### config.mk
export PLATFORM = sky130hd
export DESIGN_NAME = uart_rx_param
export DESIGN_NICKNAME = d
export VERILOG_FILES = /design/src/rtl/uart_rx_param.sv
export SDC_FILE = /design/constraint.sdc
export NUM_CORES = 1
export LEC_CHECK = 0
export ABC_AREA = 1
export CAP_MARGIN = 25
export CORE_UTILIZATION = 55
export DETAILED_ROUTE_END_ITERATION = 8
export GPL_ROUTABILITY_DRIVEN = 0
export PLACE_DENSITY = 0.76
export SLEW_MARGIN = 15
export SYNTH_ARGS = -nofsm -noshare
export SYNTH_HDL_FRONTEND = slang
export SYNTH_SLANG_ARGS = --single-unit
### constraint.sdc
create_clock -name Clk_100M -period 3.5 [get_ports Clk_100M]
set_input_delay 0.875 -clock Clk_100M [delete_from_list [all_inputs] [get_ports Clk_100M]]
set_output_delay 0.875 -clock Clk_100M [all_outputs]
set_load 0.02 [all_outputs]
### src/rtl/uart_rx_param.sv
// uart_rx_param -- parametrised UART receiver.
//
// Takes an asynchronous serial line, resynchronises it through two flops,
// takes a 3-sample majority vote around each mid-bit, rejects false starts,
// and delivers each received word with its own error flags on a valid/ready
// output register. If the held word has not been consumed when a new frame
// completes, the new frame is dropped and an overrun is flagged.
//
// Ports:
//   Clk_100M    in   system clock
//   Rst_n       in   synchronous reset, active-low
//   UART_Rx     in   asynchronous serial line, idle high
//   DATA        out  received word, LSB = first data bit on the line
//   VALID       out  DATA and the flags hold an unconsumed word
//   READY       in   consumer accepts the word when VALID & READY
//   BUSY        out  high while a frame is in progress
//   PARITY_ERR  out  parity mismatch for the held word
//   FRAME_ERR   out  a stop bit was sampled low for the held word
//   OVERRUN     out  a complete frame was dropped (held word not consumed)

module uart_rx_param #(
  parameter int unsigned CLK_FREQ  = 100000000,
  parameter int unsigned BAUD      = 115200,
  parameter int unsigned DATA_BITS = 8,
  parameter int unsigned PARITY    = 0,
  parameter int unsigned STOP_BITS = 1
) (
  input  logic                 Clk_100M,
  input  logic                 Rst_n,
  input  logic                 UART_Rx,
  output logic [DATA_BITS-1:0] DATA,
  output logic                 VALID,
  input  logic                 READY,
  output logic                 BUSY,
  output logic                 PARITY_ERR,
  output logic                 FRAME_ERR,
  output logic                 OVERRUN
);

  localparam int unsigned CPB  = CLK_FREQ / BAUD;
  localparam int unsigned HALF = CPB / 2;
  localparam int unsigned CW   = $clog2(CPB);

  localparam logic [CW-1:0] C_SMP0 = CW'(HALF - 1);
  localparam logic [CW-1:0] C_SMP1 = CW'(HALF);
  localparam logic [CW-1:0] C_DEC  = CW'(HALF + 1);
  localparam logic [CW-1:0] C_END  = CW'(CPB - 1);

  localparam logic [3:0] C_LAST_DATA = 4'(DATA_BITS - 1);
  localparam logic [3:0] C_LAST_STOP = 4'(STOP_BITS - 1);

  typedef enum logic [2:0] {
    S_IDLE,
    S_START,
    S_DATA,
    S_PARITY,
    S_STOP
  } state_t;

  // Input synchroniser
  logic r_rx_meta;
  logic r_rx_s;

  always_ff @(posedge Clk_100M) begin
    if (!Rst_n) begin
      r_rx_meta <= 1'b1;
      r_rx_s    <= 1'b1;
    end else begin
      r_rx_meta <= UART_Rx;
      r_rx_s    <= r_rx_meta;
    end
  end

  // Receive state machine
  state_t                 r_state;
  logic [CW-1:0]          r_cnt;
  logic [3:0]             r_idx;
  logic                   r_smp0;
  logic                   r_smp1;
  logic                   r_armed;
  logic [DATA_BITS-1:0]   r_shift;
  logic                   r_perr;
  logic                   r_ferr;
  logic                   r_load;

  logic w_vote;
  logic w_decide;
  logic w_wrap;
  logic w_xor;
  logic w_par_bad;

  // Third sample is the live rx_s at the decision count.
  assign w_vote    = (r_smp0 & r_smp1) | (r_smp0 & r_rx_s) | (r_smp1 & r_rx_s);
  assign w_decide  = (r_cnt == C_DEC);
  assign w_wrap    = (r_cnt == C_END);
  assign w_xor     = (^r_shift) ^ w_vote;
  assign w_par_bad = (PARITY == 1) ? ~w_xor : w_xor;

  always_ff @(posedge Clk_100M) begin
    if (!Rst_n) begin
      r_state <= S_IDLE;
      r_cnt   <= '0;
      r_idx   <= '0;
      r_smp0  <= 1'b0;
      r_smp1  <= 1'b0;
      r_armed <= 1'b0;
      r_shift <= '0;
      r_perr  <= 1'b0;
      r_ferr  <= 1'b0;
      r_load  <= 1'b0;
      BUSY    <= 1'b0;
    end else begin
      r_load <= 1'b0;

      if (r_state == S_IDLE) begin
        r_cnt <= '0;
      end else begin
        r_cnt <= w_wrap ? '0 : r_cnt + 1'b1;
      end

      if (r_cnt == C_SMP0) r_smp0 <= r_rx_s;
      if (r_cnt == C_SMP1) r_smp1 <= r_rx_s;

      case (r_state)
        S_IDLE: begin
          // Re-arming only on a high line means a stuck-low line after a
          // framing error cannot retrigger start detection.
          if (!r_armed) begin
            if (r_rx_s) r_armed <= 1'b1;
          end else if (!r_rx_s) begin
            r_state <= S_START;
            r_armed <= 1'b0;
            r_idx   <= '0;
            r_perr  <= 1'b0;
            r_ferr  <= 1'b0;
            BUSY    <= 1'b1;
          end
        end

        S_START: begin
          if (w_decide && w_vote) begin
            r_state <= S_IDLE;
            BUSY    <= 1'b0;
          end else if (w_wrap) begin
            r_state <= S_DATA;
          end
        end

        S_DATA: begin
          if (w_decide) r_shift <= {w_vote, r_shift[DATA_BITS-1:1]};
          if (w_wrap) begin
            if (r_idx == C_LAST_DATA) begin
              r_idx   <= '0;
              r_state <= (PARITY != 0) ? S_PARITY : S_STOP;
            end else begin
              r_idx <= r_idx + 1'b1;
            end
          end
        end

        S_PARITY: begin
          if (w_decide) r_perr <= w_par_bad;
          if (w_wrap) r_state <= S_STOP;
        end

        S_STOP: begin
          if (w_decide) begin
            if (!w_vote) r_ferr <= 1'b1;
            // Leave half a bit early so the next start edge is not missed.
            if (r_idx == C_LAST_STOP) begin
              r_state <= S_IDLE;
              BUSY    <= 1'b0;
              r_load  <= 1'b1;
            end
          end else if (w_wrap) begin
            r_idx <= r_idx + 1'b1;
          end
        end

        default: begin
          r_state <= S_IDLE;
          BUSY    <= 1'b0;
        end
      endcase
    end
  end

  // Output word register with valid/ready handshake
  always_ff @(posedge Clk_100M) begin
    if (!Rst_n) begin
      DATA       <= '0;
      VALID      <= 1'b0;
      PARITY_ERR <= 1'b0;
      FRAME_ERR  <= 1'b0;
      OVERRUN    <= 1'b0;
    end else if (r_load) begin
      if (!VALID || READY) begin
        DATA       <= r_shift;
        PARITY_ERR <= r_perr;
        FRAME_ERR  <= r_ferr;
        VALID      <= 1'b1;
        OVERRUN    <= 1'b0;
      end else begin
        OVERRUN <= 1'b1;
      end
    end else if (VALID && READY) begin
      VALID   <= 1'b0;
      OVERRUN <= 1'b0;
    end
  end

endmodule
### After elaboration in Yosys (flattened, before gate mapping)

Cells that the tools add are included.

* register bits: 46
* input port bits: 4
* output and inout bits: 13
* logic and storage cells: 110

* add/sub/neg operators: 2
* equal/unequal tests: 23
* mux-type cells: 37
* bitwise logic cells: 8
* reductions and logical operators: 22

Operators with widths (number)
* $eq A10 B9 Y1 const B: 3
* $mux W3: 9
* $mux W4: 6
* $ne A2 B2 Y1 const B: 12
* $mux W1: 17
* $pmux W3 S5: 1
* $pmux W4 S3: 1
* $reduce_and A6 Y1: 2
* $add A10 B1 Y10 const B: 1
* $eq A10 B10 Y1 const B: 1
* $reduce_and A8 Y1: 1
* $reduce_xor A8 Y1: 1
* $eq A3 B2 Y1 const B: 2
* $reduce_and A2 Y1: 3
* $reduce_bool A2 Y1: 3
* $reduce_and A5 Y1: 1
* $add A4 B1 Y4 const B: 1
* $eq A4 B3 Y1 const B: 1
* $logic_not A4 Y1: 1
* $pmux W1 S2: 2
* $pmux W1 S4: 1
* $reduce_and A4 Y1: 1
* $and A1 B1 Y1: 3
* $eq A3 B1 Y1 const B: 1
* other kinds (14): 17

### Logic depth before layout (Yosys ltp)

* word-level depth: 6
* mapped depth: 12
* mapped depth without buffers: 12

### Worst setup path before layout

OpenSTA, ideal clock, no wires.

* path kind: input port to flip-flop
* from: in READY
* to: reg PARITY_ERR
* library setup time: 116 ps
* arrival: 1578 ps
* required time: 3384 ps
* slack: 1806 ps
* stages: 7
* buffers on the path: 1
* cell sequence: inv_1 -> nand2_1 -> nand2_1 -> clkinv_1 -> clkbuf_1 -> nor2_1 -> nor2_1

* longest elaborated chain between the ends: 2

RTL lines
* from (decl): line 33 `input logic READY,`
* $logic_or A1 B1 Y1: line 197 `if (!VALID || READY) begin`
* $reduce_and A2 Y1 (no line)
* to (signal assigned): line 199 `PARITY_ERR <= r_perr;`
* to (decl): line 35 `output logic PARITY_ERR,`

No other way between the ends.
A chain may end at the register's enable or synchronous reset.

### Final worst setup path

* from: reg VALID
* to: out VALID

RTL lines
* from (decl): line 32 `output logic VALID,`
* from (signal assigned): line 192 `VALID <= 1'b0;`
* from (signal assigned): line 201 `VALID <= 1'b1;`
* from (signal assigned): line 207 `VALID <= 1'b0;`

No word-level cell between the ends.

==> results.md <==
* I/O pins at 17
* Via count at between 1500 and 2000
* Residual DRC at 0
* CP Data Arrival Time at around 1.3 ns
* Post CTS Setup Buffer Count at 0
* Floorplan row count at 23
* CP Cell Sequence: clkdlybuf4s50_1
* Ant diodes at 0
* Fin crit period at around 2.1 ns
* Vias in the first global route at approximately 1700
* Total CTS buffers at 5
* Initial core utilization at 0.574
* Net Sw Power at between 0.4 and 0.5 mW
* Gr busiest metal: met2
* Share of cells above drive strength 1 at 0.117
* Most frequent cell after synthesis: nand2_1
* Cell Pwr Density at about 460 nW/um2
* PortBufs at 16
* Req. time, crit path at about 2.6 ns
* Setup_tns at 0 ns
* Post-synth top flop: dfxtp_1
* Clk sinks at 46
* Number of enable flip-flop cells after synthesis at 0
* Placed Cells at between 300 and 400
* Final setup fails at 0
* Root Driver: clkbuf_8
* Count of cell types in the netlist at 31
* DIE AREA at 4430 um2
* GRT met3 Usage at 0.0514
* Die Wd at 66.6 um
* Yosys top cell area share at 0.401
* Final Max Slew Viols at 0
* Crit Path Category: reg -> out
* Global-route wire length before repair at roughly 7300 um
* Hold_buf cts at 0
* Initial DRC count at approximately 130
* Register area at approximately 920 um2
* CTS tree: yes
* Worst hold path class: reg -> reg
* DRT Pass-1 Iters at 4
* Switching Share at 0.341
* Fin. Hold Viols at 0
* Multi-input gate area at around 1200 um2
* Final wirelength at 4190 um
* Leading area contributor after synthesis: dfxtp_1
* Antenna violations before repair at 0
* Syn Inst Count at about 320
* Die Y at 66.6 um
* Wire length per cell at 10.7 um
* Synth top cells by count: nand2_1, dfxtp_1, inv_1, a21oi_1, nor2_1
* Largest net degree at the start of global routing at 21
* CTS Buffer Depth at 2
* Area of the core at approximately 4000 um2
* Routed vias/inst at 5.08
* # fillers at between 300 and 400
* Worst Skew at 0.00653 ns
* Synth area leaders: dfxtp_1, nand2_1, inv_1
* Final cell count without fillers at between 300 and 400
* Pint at between 0.7 and 0.8 mW
* GRT Total Usage at 0.221
* Crit-path leading delay family: buffers and inverters
* VDD IR max at ~210 uV
* Worst path bufs/invs at 1
* Post-CTS sizing at 0
* Status: completed
* Reg2Reg Setup Slack at around 1.9 ns
* Power share of the clock group at 0.276
* Syn Area/Cell at around 7.1 um2
* Met1 Usage GRT at 0.299
* H-tree depth at 2
* Critical path peak fanout at 3
* Tcrit/Tclk final at 0.610
* Fin Hold WS at 0.421 ns
* HPWL Detailed at about 3100 um
* # nets final at approximately 350
* RSZ-0062 raised after global routing: no
* Async SR Flop Fraction at 0
* GR Overflow Total at 0
* Pleak at 1.04 nW
* Worst slew pin tran at 0.437 ns
* Sequential fraction of the synthesis area at 0.401
* Final ANT Viol Nets at 0
* Met2 Resource Use GR at 0.326
* Share of power burned in registers at 0.476
* Critical path launch point type: register
* Max-cap violations at 0
* F_max at roughly 470 MHz
* Setup crit end kind: output pin
* P&R area growth vs syn at 13.0%
* Net Count, Synth at 332
* Yosys reg bits at 46
* CP max stage delay at about 0.6 ns
* Combinational Power Share at 0.248
* Synthesized cell area at 2290 um2
* Clk pin slew, worst setup/hold paths at around 0.090 ns
* Critical Path Slowest Stage Cell: clkdlybuf4s50_1
* Worst skew pair latency at around 0.31 ns
* Synth warn at 0
* Max_slew headroom at 0.708
[power by group through the flow]
stage	clock, mW	combinational [mW]	sequential, mW
2_1_floorplan	0	0.236	0.581
3_3_place_gp	0	0.292	0.580
3_5_place_dp	0	0.296	0.581
4_1_cts	0.341	0.297	0.569
5_1_grt	0.361	0.337	0.572
6_report	0.329	0.295	0.568
[cells by family after synthesis]
family                     count (synthesis)  share of synthesized area
xor gates and xnor gates                   6                     0.0229
buffers and inverters                     51                     0.0856
DFF                                       46                      0.401
and+or+nand+nor                          151                      0.314
adders and majority gates                  5                     0.0273
AOI/OAI and AO/OA                         64                      0.149
[registers in the layout (all words and copies together), names as in the netlist]
signal / count
r_smp0: 1
r_load: 1
r_perr: 1
r_rx_s: 1
r_armed: 1
r_state: 3
DATA: 8
VALID: 1
BUSY: 1
PARITY_ERR: 1
r_rx_meta: 1
r_smp1: 1
OVERRUN: 1
FRAME_ERR: 1
r_ferr: 1
r_shift: 8
r_idx: 4
r_cnt: 10
[placed cells by master (no fill, tap or decap), types with 2 or more instances in the layout]
cell	count
nand2_2	11
nand4_1	3
dfxtp_1	46
inv_1	43
nor2_2	6
nand3_1	19
nor3_1	7
clkdlybuf4s50_1	16
ha_1	5
a21oi_1	31
o21bai_1	3
nor3b_1	2
xor2_1	3
o21ai_1	3
xnor2_1	3
nor2_4	4
o21ai_0	22
nor2_1	25
or2_2	3
clkbuf_8	5
nand2_1	68
nand3_2	2
[metal layers]
layer / up-vias / wire, um
met3: 4 / 211
li1: 1071 / -
met5: - / 0
met1: 882 / 2140
met4: 0 / 76
met2: 40 / 1770
[worst paths after layout]
| path | cells after the start | start | end |
|---|---|---|---|
| max | 1 | VALID$_SDFFE_PN0P_ | VALID |
| min | 1 | r_rx_meta$_SDFF_PN1_ | r_rx_s$_SDFF_PN1_ |
| max reg2reg | 8 | r_cnt[0]$_SDFF_PP0_ | r_shift[3]$_SDFFE_PN0P_ |
| min reg2reg | 1 | r_rx_meta$_SDFF_PN1_ | r_rx_s$_SDFF_PN1_ |
[per-stage QoR]
step | total power [mW] | area (um2) | utilization | setup slack [ns]
2_1_floorplan | 0.817 | 2290 | - | 1.81
3_3_place_gp | 0.872 | 2500 | 0.626 | 1.17
3_5_place_dp | 0.877 | 2500 | 0.626 | 1.08
4_1_cts | 1.21 | 2590 | 0.648 | 1.35
5_1_grt | 1.27 | 2590 | 0.648 | 1.26
6_report | 1.19 | 2590 | 0.648 | 1.36
[layout make-up]
class / instances / share of cell area
multi-input cells: 226 / 0.454
flip-flops and latches: 46 / 0.355
inverters: 46 / 0.0675
repair buffers: 17 / 0.0646
clock buffers: 5 / 0.0265
well taps: 50 / 0.0241
clock inverters: 3 / 0.00820
Power figures use the tool's default switching activity.
